--- src/rtl/fetch_stage_pkg.sv ---
`default_nettype none
// +--------------------------------------------------------------------+
// | fetch_stage_pkg : fetch FSM state encoding and IF/ID bubble values  |
// | Rev 1.0                                                            |
// +--------------------------------------------------------------------+
package fetch_stage_pkg;

    typedef enum logic [1:0] {
        FS_IDLE   = 2'b00,
        FS_RUN    = 2'b01,
        FS_HALTED = 2'b10
    } fetch_state_e;

    localparam logic [1:0] C_ST_IDLE   = FS_IDLE;
    localparam logic [1:0] C_ST_RUN    = FS_RUN;
    localparam logic [1:0] C_ST_HALTED = FS_HALTED;

    // Bubble fields are all zero; sliced to the instantiated widths.
    localparam int              C_MAX_WIDTH    = 64;
    localparam logic [C_MAX_WIDTH-1:0] C_BUBBLE_WORD = '0;
    localparam logic            C_BUBBLE_VALID = 1'b0;

endpackage
`default_nettype wire

--- src/rtl/fetch_stage_if.sv ---
`default_nettype none
// +--------------------------------------------------------------------+
// | fetch_stage_if : control, instruction-memory and IF/ID signals     |
// | Rev 1.0                                                            |
// +--------------------------------------------------------------------+
interface fetch_stage_if #(
    parameter int PCWIDTH     = 16,
    parameter int INSTRWIDTH  = 24,
    parameter int OPCODEWIDTH = 4
);
    logic                   startF;
    logic                   haltF;
    logic                   stallF;
    logic                   stallD;
    logic                   flushD;
    logic                   branchTakenE;
    logic [PCWIDTH-1:0]     branchTargetE;
    logic [PCWIDTH-1:0]     instrAddrF;
    logic [INSTRWIDTH-1:0]  instrDataF;
    logic [INSTRWIDTH-1:0]  instrD;
    logic [PCWIDTH-1:0]     pcD;
    logic [OPCODEWIDTH-1:0] opcodeD;
    logic                   validD;
    logic [15:0]            fetchCount;
    logic [1:0]             stateF;

    // Fetch-stage side: drives the memory address and the IF/ID outputs.
    modport master (
        input  startF, haltF, stallF, stallD, flushD,
        input  branchTakenE, branchTargetE, instrDataF,
        output instrAddrF, instrD, pcD, opcodeD, validD, fetchCount, stateF
    );

    modport slave (
        output startF, haltF, stallF, stallD, flushD,
        output branchTakenE, branchTargetE, instrDataF,
        input  instrAddrF, instrD, pcD, opcodeD, validD, fetchCount, stateF
    );
endinterface
`default_nettype wire

--- src/rtl/fetch_stage_if_id_register.sv ---
`default_nettype none
// +--------------------------------------------------------------------+
// | if_id_register : IF/ID pipeline register with flush and stall      |
// | Rev 1.0                                                            |
// +--------------------------------------------------------------------+
module if_id_register
    import fetch_stage_pkg::*;
#(
    parameter int PCWIDTH    = 16,
    parameter int INSTRWIDTH = 24
) (
    input  wire logic                  clk,
    input  wire logic                  rst,
    input  wire logic                  i_flush,
    input  wire logic                  i_stall,
    input  wire logic                  i_load,
    input  wire logic [INSTRWIDTH-1:0] i_instr,
    input  wire logic [PCWIDTH-1:0]    i_pc,
    output logic      [INSTRWIDTH-1:0] o_instr,
    output logic      [PCWIDTH-1:0]    o_pc,
    output logic                       o_valid
);

    logic [INSTRWIDTH-1:0] instr_q, instr_d;
    logic [PCWIDTH-1:0]    pc_q, pc_d;
    logic                  valid_q, valid_d;

    // Flush beats stall; an unloaded, unstalled cycle also inserts a bubble.
    always_comb begin
        instr_d = C_BUBBLE_WORD[INSTRWIDTH-1:0];
        pc_d    = C_BUBBLE_WORD[PCWIDTH-1:0];
        valid_d = C_BUBBLE_VALID;
        if (i_flush) begin
            instr_d = C_BUBBLE_WORD[INSTRWIDTH-1:0];
        end else if (i_stall) begin
            instr_d = instr_q;
            pc_d    = pc_q;
            valid_d = valid_q;
        end else if (i_load) begin
            instr_d = i_instr;
            pc_d    = i_pc;
            valid_d = 1'b1;
        end
    end

    always_ff @(posedge clk or posedge rst) begin
        if (rst) begin
            instr_q <= C_BUBBLE_WORD[INSTRWIDTH-1:0];
            pc_q    <= C_BUBBLE_WORD[PCWIDTH-1:0];
            valid_q <= C_BUBBLE_VALID;
        end else begin
            instr_q <= instr_d;
            pc_q    <= pc_d;
            valid_q <= valid_d;
        end
    end

    assign o_instr = instr_q;
    assign o_pc    = pc_q;
    assign o_valid = valid_q;

endmodule
`default_nettype wire

--- src/rtl/fetch_stage.sv ---
`default_nettype none
// +--------------------------------------------------------------------+
// | fetch_stage : PC register, fetch FSM and IF/ID register            |
// | Rev 1.0                                                            |
// +--------------------------------------------------------------------+
module fetch_stage
    import fetch_stage_pkg::*;
#(
    parameter int PCWIDTH     = 16,
    parameter int INSTRWIDTH  = 24,
    parameter int OPCODEWIDTH = 4
) (
    input  wire logic     clk,
    input  wire logic     reset,
    fetch_stage_if.master bus
);

    logic [1:0]            state_q, state_d;
    logic [PCWIDTH-1:0]    pc_q, pc_d;
    logic [15:0]           fetch_count_q, fetch_count_d;
    logic                  w_run;
    logic                  w_flush;
    logic                  w_load_valid;
    logic [INSTRWIDTH-1:0] w_instr;

    always_comb begin
        w_run        = (state_q == C_ST_RUN);
        w_flush      = bus.branchTakenE | bus.flushD;
        w_load_valid = w_run & ~w_flush & ~bus.stallD;
    end

    // haltF wins over startF in every state.
    always_comb begin
        state_d = state_q;
        case (state_q)
            C_ST_IDLE:   if (bus.startF && !bus.haltF) state_d = C_ST_RUN;
            C_ST_RUN:    if (bus.haltF)                state_d = C_ST_HALTED;
            C_ST_HALTED: if (bus.startF && !bus.haltF) state_d = C_ST_RUN;
            default:                                   state_d = C_ST_IDLE;
        endcase
    end

    // A redirect updates the PC even while idle or halted.
    always_comb begin
        pc_d = pc_q;
        if (bus.branchTakenE) begin
            pc_d = bus.branchTargetE;
        end else if (w_run && !bus.stallF) begin
            pc_d = pc_q + PCWIDTH'(1);
        end
    end

    always_comb begin
        fetch_count_d = fetch_count_q;
        if (w_load_valid && (fetch_count_q != 16'hFFFF)) begin
            fetch_count_d = fetch_count_q + 16'd1;
        end
    end

    always_ff @(posedge clk or posedge reset) begin
        if (reset) begin
            state_q       <= C_ST_IDLE;
            pc_q          <= '0;
            fetch_count_q <= '0;
        end else begin
            state_q       <= state_d;
            pc_q          <= pc_d;
            fetch_count_q <= fetch_count_d;
        end
    end

    if_id_register #(
        .PCWIDTH    (PCWIDTH),
        .INSTRWIDTH (INSTRWIDTH)
    ) u_if_id (
        .clk     (clk),
        .rst     (reset),
        .i_flush (w_flush),
        .i_stall (bus.stallD),
        .i_load  (w_run),
        .i_instr (bus.instrDataF),
        .i_pc    (pc_q),
        .o_instr (w_instr),
        .o_pc    (bus.pcD),
        .o_valid (bus.validD)
    );

    assign bus.instrAddrF = pc_q;
    assign bus.instrD     = w_instr;
    assign bus.opcodeD    = w_instr[INSTRWIDTH-1 -: OPCODEWIDTH];
    assign bus.fetchCount = fetch_count_q;
    assign bus.stateF     = state_q;

endmodule
`default_nettype wire

--- src/flat_wrapper.sv ---
// flat-port wrapper written by rule: the top's interface ports become plain ports
module fetch_stage_flat import fetch_stage_pkg::*;
#(
    parameter int PCWIDTH     = 16,
    parameter int INSTRWIDTH  = 24,
    parameter int OPCODEWIDTH = 4
)
  (clk, reset, bus_startF, bus_haltF, bus_stallF, bus_stallD, bus_flushD, bus_branchTakenE, bus_branchTargetE, bus_instrDataF, bus_instrAddrF, bus_instrD, bus_pcD, bus_opcodeD, bus_validD, bus_fetchCount, bus_stateF);
  fetch_stage_if #(.PCWIDTH(PCWIDTH), .INSTRWIDTH(INSTRWIDTH), .OPCODEWIDTH(OPCODEWIDTH)) bus_i ();
  input  wire logic clk;
  input  wire logic reset;
  input wire logic [$bits(bus_i.startF)-1:0] bus_startF;
  input wire logic [$bits(bus_i.haltF)-1:0] bus_haltF;
  input wire logic [$bits(bus_i.stallF)-1:0] bus_stallF;
  input wire logic [$bits(bus_i.stallD)-1:0] bus_stallD;
  input wire logic [$bits(bus_i.flushD)-1:0] bus_flushD;
  input wire logic [$bits(bus_i.branchTakenE)-1:0] bus_branchTakenE;
  input wire logic [$bits(bus_i.branchTargetE)-1:0] bus_branchTargetE;
  input wire logic [$bits(bus_i.instrDataF)-1:0] bus_instrDataF;
  output wire logic [$bits(bus_i.instrAddrF)-1:0] bus_instrAddrF;
  output wire logic [$bits(bus_i.instrD)-1:0] bus_instrD;
  output wire logic [$bits(bus_i.pcD)-1:0] bus_pcD;
  output wire logic [$bits(bus_i.opcodeD)-1:0] bus_opcodeD;
  output wire logic [$bits(bus_i.validD)-1:0] bus_validD;
  output wire logic [$bits(bus_i.fetchCount)-1:0] bus_fetchCount;
  output wire logic [$bits(bus_i.stateF)-1:0] bus_stateF;
  assign bus_i.startF = bus_startF;
  assign bus_i.haltF = bus_haltF;
  assign bus_i.stallF = bus_stallF;
  assign bus_i.stallD = bus_stallD;
  assign bus_i.flushD = bus_flushD;
  assign bus_i.branchTakenE = bus_branchTakenE;
  assign bus_i.branchTargetE = bus_branchTargetE;
  assign bus_i.instrDataF = bus_instrDataF;
  assign bus_instrAddrF = bus_i.instrAddrF;
  assign bus_instrD = bus_i.instrD;
  assign bus_pcD = bus_i.pcD;
  assign bus_opcodeD = bus_i.opcodeD;
  assign bus_validD = bus_i.validD;
  assign bus_fetchCount = bus_i.fetchCount;
  assign bus_stateF = bus_i.stateF;
  fetch_stage #(.PCWIDTH(PCWIDTH), .INSTRWIDTH(INSTRWIDTH), .OPCODEWIDTH(OPCODEWIDTH)) u_core (.clk(clk), .reset(reset), .bus(bus_i));
endmodule
--- config.mk ---
export PLATFORM = sky130hd
export DESIGN_NAME = fetch_stage_flat
export DESIGN_NICKNAME = d
export VERILOG_FILES = /design/src/rtl/fetch_stage_pkg.sv /design/src/rtl/fetch_stage_if.sv /design/src/rtl/fetch_stage_if_id_register.sv /design/src/rtl/fetch_stage.sv /design/src/flat_wrapper.sv
export SDC_FILE = /design/constraint.sdc
export NUM_CORES = 1
export LEC_CHECK = 0
export BUFFER_PORTS_ARGS = -buffer_cell sky130_fd_sc_hd__buf_2
export CORE_MARGIN = 3
export CORE_UTILIZATION = 40
export DETAILED_ROUTE_END_ITERATION = 12
export PLACE_DENSITY = 0.7
export SLEW_MARGIN = 20
export SYNTH_ARGS = -nofsm -noshare
export SYNTH_HDL_FRONTEND = slang
export SYNTH_SLANG_ARGS = --single-unit
--- constraint.sdc ---
create_clock -name clk -period 2.7 [get_ports clk]
set_clock_uncertainty 0.1 [all_clocks]
set_input_delay 0.54 -clock clk [delete_from_list [all_inputs] [get_ports clk]]
set_output_delay 0.54 -clock clk [all_outputs]
set_load 0.01 [all_outputs]
==> impl_metrics.py <==
metrics = {
    "worst_setup_path": {
        "crit_type": "reg -> reg",
        "cp.arrival_ps": 2330,
        "critPathTopFamily": "simple AND/OR/NAND/NOR gates",
        "cp_data_required_time_ps": 2820,
        "critPathLaunchType": "flip-flop",
        "r2r_slack_ps": 480,
        "cp-end-kind": "flip-flop",
        "timing.rr.start": "u_core.bus.stateF[1]",
        "crit_path_max_incr_delay_ps": 550,
        "critPathMaxFanout": 6,
        "crit_buf_inv": 0,
        "crit_chain": "or4b_4, or2_0, a21oi_2, mux2_2",
        "startpoint": "u_core.bus.stateF[1]",
        "slowest_stage": "or4b_4",
    },
    "global_route": {
        "grt_pass1_vias": 2445,
        "track_usage_pct": 17.2,
        "antenna_found_initial": 0,
        "grt_max_degree": 45,
        "grt_pass1_wl_mm": 12.3,
        "grt.overflow.total": 0,
    },
    "yosys": {
        "synth_cell_types": 40,
        "synth_seq_cells": 75,
        "ys.flop_type": "dfrtp_1",
        "synth_cells": 277,
        "synth_edf_count": 0,
        "synth_nets": 327,
        "synthesis.area_mm2": 0.00328,
        "syn_area_per_cell_um2": 11.8,
        "ys_seq_area_share_pct": 57.2,
        "ys_warn_count": 0,
        "synth-async-reset-ratio_pct": 100,
    },
    "routing": {
        "vias_per_cell": 5.27,
        "drt-initial-drc-count": 92,
        "ant_nets": 0,
        "vias": 2682,
        "drtPass1Iterations": 4,
        "drt-total-wl_mm": 8.12,
        "wire_per_inst_um": 15.9,
        "drc": 0,
    },
    "layout": {
        "final_cell_mix": "buf_2 (126), dfrtp_1 (75), a22o_1 (40)",
        "diodes": 0,
        "nNetsFinal": 452,
        "final_layout_size_suffix_gt1_share_pct": 39.3,
        "final_cell_area_mm2": 0.00425,
        "fin_cells": 509,
        "areaGrowthSynthToFinish_pct": 29.5,
        "fillers": 713,
        "mostFrequentLayoutCell": "buf_2",
    },
    "cts": {
        "cts_buffer_depth": 2,
        "root_buffer": "clkbuf_8",
        "postCtsSetupBuffers": 0,
        "cts_resized": 0,
        "hold_buffers": 0,
        "htreeDepth": 3,
        "path_clk_slew_ps": 80,
        "cts_tree": "yes",
        "clock-sinks": 75,
        "numCtsBuffers": 9,
        "clk_latency_ps": 340,
    },
    "min_path": {
        "hold_class": "in -> async",
    },
    "place": {
        "post-place-ws_ps": 227,
        "placed_cells": 493,
        "placed_cell_area_mm2": 0.00402,
        "place_hpwl_mm": 5.74,
        "port_buffers": 126,
        "globalplace.congestion": 0.828,
    },
    "outcome": {
        "run_status": "finished, final reports clean",
    },
    "timing": {
        "worst_slew_pin_slew_ps": 563,
        "grt_setup_unrepaired": "no",
        "layout_setup_ws_ps": 485,
        "max_slew_margin_pct": 62.4,
        "fmax_ghz": 0.451,
        "setup_tns_ps": 0,
        "hold_viol": 0,
        "setup_viol": 0,
        "fin_hold_ws_ps": 129,
        "fin_crit_sh_pct": 82.0,
        "min_period_ps": 2220,
        "drv_slew": 0,
    },
    "floorplan": {
        "rows": 32,
        "die_h_um": 96.6,
        "boundaryPins": 127,
        "dieArea_mm2": 0.00933,
        "start_util_pct": 41.8,
        "die_x_um": 96.6,
        "fp.coreArea_mm2": 0.00785,
    },
    "power_and_ir_drop": {
        "pwr_density_cell_mw_per_mm2": 588,
        "max-vdd-ir-drop_uv": 237,
        "leakagePower_nw": 2.20,
    },
    "job": {
        "maxCapViolCount": 0,
    },
}
stage by stage:
step	power [mW]	utilization (%)
2_1_floorplan	1.40	-
3_3_place_gp	1.54	51.3
3_5_place_dp	1.55	51.3
4_1_cts	2.53	54.2
5_1_grt	2.61	54.2
6_report	2.50	54.2
power by group:
| part | switching [mW] | total [mW] | internal, mW |
|---|---|---|---|
| Combinational | 0.148 | 0.270 | 0.122 |
| Sequential | 0.0807 | 1.26 | 1.18 |
| Clock | 0.404 | 0.975 | 0.570 |
| Total | 0.633 | 2.50 | 1.87 |
synthesized netlist by cell type (all sizes together), types with 2 or more instances:
cell type	instances	area, µm²
and2	3	18.8
xnor2	10	87.6
or3	4	25.0
a22o	40	350
o2111ai	2	17.5
nand4	11	68.8
and4	5	43.8
xor2	12	105
nand2b	2	12.5
a31oi	6	37.5
nand3	8	40.0
nor2	5	18.8
a2111oi	3	63.8
o21ai	18	90.1
and3	6	37.5
ha	2	25.0
clkbuf	12	45.0
nor3b	3	32.5
a21oi	6	33.8
inv	6	22.5
dfrtp	75	1880
buf	7	51.3
nand2	19	71.3
flip-flops by register name, indices dropped and copies added (netlist names):
name,cells
u_core.u_if_id.o_instr,24
u_core.bus.fetchCount,16
u_core.bus.stateF,2
u_core.bus.instrAddrF,16
u_core.u_if_id.o_valid,1
u_core.u_if_id.o_pc,16
metal layers:
layer	share of wire (%)	vias up	global-route usage, %
met2	47	90	27.2
met3	7.4	5	3.80
li1	-	1277	-
met4	0.59	0	6.31
met1	45	1310	23.1
met5	0	-	0
cell type report:
class / instances / area, µm² / area share (%)
repair buffers: 133 / 696 / 16.4
inverters: 6 / 23.8 / 0.559
clock buffers: 12 / 155 / 3.65
flip-flops and latches: 75 / 1880 / 44.2
clock inverters: 4 / 72.6 / 1.71
multi-input cells: 177 / 1300 / 30.6
well taps: 102 / 128 / 3.00
cell families (layout without fill, tap and decap cells):
| group | count (synthesis) | count (layout) | synth area share, % |
|---|---|---|---|
| AND/OR/NAND/NOR | 72 | 72 | 12.8 |
| flip-flops | 75 | 75 | 57.2 |
| buffers and inverters | 25 | 155 | 3.62 |
| AO/OA/AOI/OAI | 79 | 79 | 19.1 |
| adder cells (fa/ha/maj) | 2 | 2 | 0.762 |
| XOR/XNOR | 22 | 22 | 5.87 |
| multiplexers | 2 | 2 | 0.648 |
path summary, 6_finish.rpt:
| path | endpoint | depth (start not counted) |
|---|---|---|
| setup / recovery | u_core.bus.fetchCount[1] | 4 |
| hold / removal | u_core.u_if_id.o_instr[22] | 2 |
| setup reg to reg | u_core.bus.fetchCount[1] | 4 |
| hold reg to reg | u_core.u_if_id.o_valid | 2 |
| max in group asynchronous | u_core.u_if_id.o_pc[10] | 3 |
| min in group clk | u_core.bus.stateF[0] | 2 |
(Power assumes the default switching activity.)
